[src/rtl/tst2_pkg.sv]
// rtl/tst2_pkg.sv - shared defaults and FSM encoding for the tst2 count-pattern pair
package tst2_pkg;

    localparam int TST2_W        = 8;
    localparam int TST2_HOLD     = 256;
    localparam int TST2_LOCK_CNT = 4;
    localparam int TST2_ERRW     = 16;

    typedef enum logic [1:0] {
        SEEK   = 2'd0,
        TRAIN  = 2'd1,
        LOCKED = 2'd2
    } tst2_state_t;

endpackage

[src/rtl/tst2_sync2.sv]
// rtl/tst2_sync2.sv - W-bit two-flop synchronizer, asynchronous active-high reset
module tst2_sync2
    import tst2_pkg::*;
#(
    parameter int W = TST2_W
) (
    input  logic         i_clk,
    input  logic         i_rst,
    input  logic [W-1:0] i_d,
    output logic [W-1:0] o_q
);

    logic [W-1:0] r_meta;
    logic [W-1:0] r_sync;

    always_ff @(posedge i_clk or posedge i_rst) begin
        if (i_rst) begin
            r_meta <= '0;
            r_sync <= '0;
        end else begin
            r_meta <= i_d;
            r_sync <= r_meta;
        end
    end

    assign o_q = r_sync;

endmodule

[config.mk]
export PLATFORM = sky130hd
export DESIGN_NAME = tst2_sync2
export DESIGN_NICKNAME = d
export VERILOG_FILES = /design/src/rtl/tst2_pkg.sv /design/src/rtl/tst2_sync2.sv
export SDC_FILE = /design/constraint.sdc
export NUM_CORES = 1
export LEC_CHECK = 0
export ABC_CLOCK_PERIOD_IN_PS = 800
export CAP_MARGIN = 20
export CELL_PAD_IN_SITES_DETAIL_PLACEMENT = 0
export CELL_PAD_IN_SITES_GLOBAL_PLACEMENT = 1
export CORE_MARGIN = 5
export CORE_UTILIZATION = 30
export DETAILED_ROUTE_END_ITERATION = 10
export PLACE_DENSITY = 0.75
export SETUP_SLACK_MARGIN = 0.4
export SKIP_CTS_REPAIR_TIMING = 1
export SLEW_MARGIN = 30
export SYNTH_ARGS = -nofsm -noshare
export SYNTH_HDL_FRONTEND = slang
export SYNTH_SLANG_ARGS = --single-unit
[constraint.sdc]
create_clock -name i_clk -period 0.8 [get_ports i_clk]
set_input_delay 0.16 -clock i_clk [delete_from_list [all_inputs] [get_ports i_clk]]
set_output_delay 0.16 -clock i_clk [all_outputs]
set_load 0.02 [all_outputs]
==> parameters.txt, run 1 <==
Parameter                              Value

Run status
  Run status    finished, violations left
  Failing checks    setup timing

Setup path
  Cell family contributing the most delay on the critical path    flip-flops
  Critical Path, Cell by Cell    buf_6
  Number of buffers and inverters on the critical path    1
  Levels on crit path    1
  Arrival time of data at the critical path endpoint    0.79 ns
  Worst R2R Setup Slack    0.32 ns
  Endpoint of the worst-slack reg-to-reg timing path    o_q[4]
  Worst r2r path cells    0
  Crit-path slowest cell    sky130_fd_sc_hd__dfrtp_1
  Kind of start point of the critical path    register
  Last element of the critical path    o_q[6]
  Start point of the critical path    o_q[6]
  Critical path fanouts, max    1
  Type of the worst setup path    reg -> out
  Required time of the critical path    0.64 ns
  Maximum single-stage delay on the critical path    0.38 ns
  Capturing element type of the critical path    output pin
  Launch instance of the worst register-to-register path    r_meta[4]

STA
  Number of max-slew violations in the final report    0
  Transition at the pin with the smallest max-transition slack    0.114 ns
  Setup skew after layout    0.00266 ns
  Setup repair after global routing missed its margin    yes
  Fmax    1050 MHz
  Final setup violating endpoints    8
  Total negative slack for setup checks    -1.15 ns
  Relative slew slack    92.4%
  Post-route setup slack    -0.149 ns
  Tmin final    0.949 ns
  Final clock period utilization by the worst path    119%
  Final hold viol count    0

Place
  Routability-driven placement congestion ratio    0.572
  HPWL Detailed    441 microns
  Placed cell count    51
  Count of port buffers added during placement    17

Layout
  Commonest cells after routing, fill and taps aside    sky130_fd_sc_hd__dfrtp_1 (16), sky130_fd_sc_hd__clkdlybuf4s50_1 (9), sky130_fd_sc_hd__buf_6 (8)
  Layout overhead on the synthesized area    65.0%
  Total number of multi-input combinational cells    0
  Ratio of cells with drive above 1 in the final layout    35.0%
  Final core area utilization    51.9%
  # diodes    0
  Commonest non-fill, non-tap cell in the layout    sky130_fd_sc_hd__dfrtp_1
  Final instance count without filler cells    55
  Multi-input gate area in the final layout    0 sq um
  Nets    51

Power and ir drop
  Max rail drop VDD    0.814 mV
  Power per cell area    2260 nW/um^2
  Cell leakage power    0.000311 uW
  Total power after layout    1510 uW

Floorplan
  CORE AREA    1280 sq um
  Die Area    2180 sq um
  Initial Util    31.5%
  Die Span X    46.7 microns
  Number of rows created at floorplan    13
  Num ports    18
  Vertical die dimension    46.7 microns

CTS
  TritonCTS clock tree    done
  Worst-skew pair later-pin latency    0.28 ns
  Root buffer selected by CTS    sky130_fd_sc_hd__clkbuf_4
  CTS sink cnt    16
  CTS HTree Levels    1
  Max Buffers Root-to-Sink    2
  Clock input transition at the sequential cells of the worst setup and hold paths    0.08 ns
  TritonCTS Buffers    3

GRT
  Largest net degree at the start of global routing    12
  GR Util All Layers    7.40%
  Via count of the first global-routing pass    201
  Residual overflow from global routing    0
  Antenna violations before repair    0
  First-pass GRT wire length    917 microns

Logic synthesis
  Post-synthesis register bit count    16
  Area of the mapped netlist    404 sq um
  Instance count of the mapped netlist    17
  Yosys warning total    0
  Sequential cell area fraction in the yosys report    99.1%
  Synthesized area per cell    23.8 sq um
  Number of nets in the synthesized netlist    27
  Library cells used by synthesis    2

Min path
  HP Class    in -> async

Detailed routing
  Number of search-and-repair iterations in the first detailed-routing pass    1
  Wire length after detailed routing    588 microns
  Via density per instance    3.73
  Antenna viol nets, final    0
  Via Count    205
  Drt initial violations    0
  Wire per inst    10.7 microns
  DRC violations left    0

Flow run
  Number of max-capacitance violations reported    0
==> layer usage <==
layer  track usage, %  share of wire (%)  vias to the layer above
li1                 -                  -                       97
met1             6.72                 34                       90
met2             10.4                 49                       14
met3             1.17                9.0                        4
met4             13.3                8.3                        0
met5                0                  0                        -
==> how the worst min path moves through the flow <==
stage,slack (ns),from,to
3_3_place_gp,0.33,r_meta[0],o_q[0]
2_1_floorplan,0.07,i_rst,o_q[0]
4_1_cts,0.23,i_rst,o_q[3]
5_1_grt,0.25,i_rst,r_meta[6]
6_report,0.22,i_rst,o_q[4]
3_5_place_dp,0.33,r_meta[3],o_q[3]
==> logic make-up after synthesis <==
family,after synthesis,share of synthesized area (%)
buf+inv,1,0.928
flops,16,99.1
==> registers in the layout (all words and copies together), names as in the netlist <==
signal,cells
o_q,8
r_meta,8
==> per-stage QoR <==
stage / setup WS (ns) / hold slack [ns] / cell area, sq um
after floorplan: 0.224 / 0.0737 / 404
after global placement: -0.257 / 0.332 / 621
after detailed placement: -0.268 / 0.335 / 621
after CTS: -0.585 / 0.227 / 657
after global routing: -0.192 / 0.247 / 667
final: -0.149 / 0.224 / 667
==> tightest hold or removal path, delay by kind of cell <==
kind	cells	cell delay, ns
buffers and inverters	3	0.68
==> Yosys cell counts, drive strengths merged <==
cell	number	area, sq um
dfrtp	16	400
inv	1	3.75
==> layout make-up <==
cell class	instances	area (sq um)
clock buffer	4	36.3
fill	100	618
inverter	1	3.75
sequential	16	400
tap	15	18.8
timing repair buffer	19	208
==> where the power goes <==
group / total [uW] / internal [uW] / switching, uW
Sequential: 862 / 849 / 13.6
Combinational: 145 / 89.1 / 55.9
Clock: 500 / 277 / 223
Total: 1510 / 1210 / 293
No activity file was read; power rests on OpenSTA's default activity.
==> run 2: changes to the inputs <==
--- a/config.mk
+++ b/config.mk
@@ -5,14 +5,14 @@
 export SDC_FILE = /design/constraint.sdc
 export NUM_CORES = 1
 export LEC_CHECK = 0
-export ABC_CLOCK_PERIOD_IN_PS = 800
+export ABC_CLOCK_PERIOD_IN_PS = 1190
 export CAP_MARGIN = 20
-export CELL_PAD_IN_SITES_DETAIL_PLACEMENT = 0
+export CELL_PAD_IN_SITES_DETAIL_PLACEMENT = 1
 export CELL_PAD_IN_SITES_GLOBAL_PLACEMENT = 1
-export CORE_MARGIN = 5
-export CORE_UTILIZATION = 30
+export CORE_AREA = 5 5 42 44
 export DETAILED_ROUTE_END_ITERATION = 10
-export PLACE_DENSITY = 0.75
+export DIE_AREA = 0 0 47 49
+export PLACE_DENSITY = 0.76
 export SETUP_SLACK_MARGIN = 0.4
 export SKIP_CTS_REPAIR_TIMING = 1
 export SLEW_MARGIN = 30
==> constraint.sdc (replaced) <==
create_clock -name i_clk -period 1.19 [get_ports i_clk]
set_input_delay 0.238 -clock i_clk [delete_from_list [all_inputs] [get_ports i_clk]]
set_output_delay 0.238 -clock i_clk [all_outputs]
set_load 0.02 [all_outputs]
==> run 2 against run 1 <==
Net effect:
- the run now ends clean
- final cell count is the same
- first-iteration DRC count is the same
- cell area shrank 4.7%
- flip-flop and latch count is the same
- largest power group unchanged
==> parameters.txt, run 2 (same netlist as run 1, synthesis figures left out) <==
Parameter                              Value

Detailed routing
  Wire length after detailed routing    595 microns
  Drt initial violations    0
  Antenna viol nets, final    0
  Number of search-and-repair iterations in the first detailed-routing pass    1
  Via Count    198
  Wire per inst    10.8 microns
  DRC violations left    0
  Via density per instance    3.60

STA
  Transition at the pin with the smallest max-transition slack    0.196 ns
  Number of max-slew violations in the final report    0
  Final hold viol count    0
  Setup repair after global routing missed its margin    yes
  Final setup violating endpoints    0
  Fmax    969 MHz
  Post-route setup slack    0.158 ns
  Worst hold slack across all endpoints    0.266 ns
  Final clock period utilization by the worst path    86.8%
  Setup skew after layout    0.00611 ns
  Tmin final    1.03 ns
  Relative slew slack    86.9%

Setup path
  Critical path fanouts, max    1
  Arrival time of data at the critical path endpoint    0.79 ns
  Worst R2R Setup Slack    0.71 ns
  Worst r2r path cells    0
  Kind of start point of the critical path    register
  Critical Path, Cell by Cell    buf_2
  Capturing element type of the critical path    output pin
  Maximum single-stage delay on the critical path    0.37 ns
  Launch instance of the worst register-to-register path    r_meta[6]
  Endpoint of the worst-slack reg-to-reg timing path    o_q[6]
  Number of buffers and inverters on the critical path    1
  Cell family contributing the most delay on the critical path    flip-flops
  Required time of the critical path    0.95 ns
  Type of the worst setup path    reg -> out
  Crit-path slowest cell    sky130_fd_sc_hd__dfrtp_1

Place
  Post-detailed-placement cell area    602 sq um
  Pre-CTS worst setup slack    0.0435 ns
  Routability-driven placement congestion ratio    0.605
  HPWL Detailed    455 microns
  Count of port buffers added during placement    17

CTS
  Max Buffers Root-to-Sink    2
  TritonCTS Buffers    3
  CTS HTree Levels    1
  Worst-skew pair later-pin latency    0.27 ns
  Root buffer selected by CTS    sky130_fd_sc_hd__clkbuf_4
  CTS sink cnt    16
  Clock input transition at the sequential cells of the worst setup and hold paths    0.09 ns
  TritonCTS clock tree    done

Layout
  # diodes    0
  Commonest cells after routing, fill and taps aside    sky130_fd_sc_hd__dfrtp_1 (16), sky130_fd_sc_hd__clkdlybuf4s50_1 (9), sky130_fd_sc_hd__buf_6 (6)
  Layout overhead on the synthesized area    57.3%
  Filler Cell Count    142
  Nets    50
  Commonest non-fill, non-tap cell in the layout    sky130_fd_sc_hd__dfrtp_1
  Design Area, Final    636 sq um
  Multi-input gate area in the final layout    0 sq um
  Ratio of cells with drive above 1 in the final layout    33.3%
  Final core area utilization    45.4%
  Register Area    400 sq um
  Total number of multi-input combinational cells    0

Floorplan
  Die Area    2300 sq um
  CORE AREA    1400 sq um
  Vertical die dimension    49 microns
  Initial Util    28.8%
  Num ports    18
  Die Span X    47 microns
  Number of rows created at floorplan    14

GRT
  GR Util All Layers    6.12%
  Antenna violations before repair    0
  First-pass GRT wire length    959 microns
  Largest net degree at the start of global routing    17
  Via count of the first global-routing pass    220
  Residual overflow from global routing    0

Flow run
  Number of max-capacitance violations reported    0

Power and ir drop
  Max rail drop VDD    0.648 mV
  Cell leakage power    0.000297 uW
  Power per cell area    1580 nW/um^2
  Total power after layout    1010 uW

Run status
  Run status    finished, final reports clean

Min path
  HP Class    in -> async
[run 2: changes by cell type in the layout (fill, tap and decap cells not counted)]
cell / previous run / this run
sky130_fd_sc_hd__buf_12: 1 / 0
sky130_fd_sc_hd__buf_6: 8 / 6
sky130_fd_sc_hd__buf_2: 0 / 2
[run 2: worst max-delay path by stage]
stage | endpoint | from | cells past startpoint | slack, ns
after floorplan | o_q[0] | o_q[0] | 0 | 0.54
after global routing | o_q[7] | o_q[7] | 1 | 0.12
after global placement | o_q[1] | o_q[1] | 1 | 0.05
after CTS | o_q[4] | o_q[4] | 1 | -0.27
final | o_q[7] | o_q[7] | 1 | 0.16
after detailed placement | o_q[0] | o_q[0] | 1 | 0.04
[run 2: cell type report]
class / instances / share of cell area [%]
repair buffers: 18 / 27.6
well taps: 16 / 3.15
inverters: 1 / 0.591
clock buffers: 4 / 5.71
flip-flops and latches: 16 / 63.0
[run 2: stage by stage]
stage          instances  setup TNS [ns]
2_1_floorplan         17               0
3_3_place_gp          51               0
3_5_place_dp          51               0
4_1_cts               55           -2.10
5_1_grt               55               0
6_report              55               0
[run 2: layer usage]
metal  track usage, %  wire length [microns]
met5                0                      0
met3             2.58                     75
met1             6.37                    218
met4             5.53                      6
met2             8.82                    294
[run 2: where the power goes]
| group | internal (uW) | switching [uW] |
|---|---|---|
| combinational | 49.4 | 36.7 |
| clock | 186 | 154 |
| sequential | 570 | 8.48 |
| total | 806 | 199 |
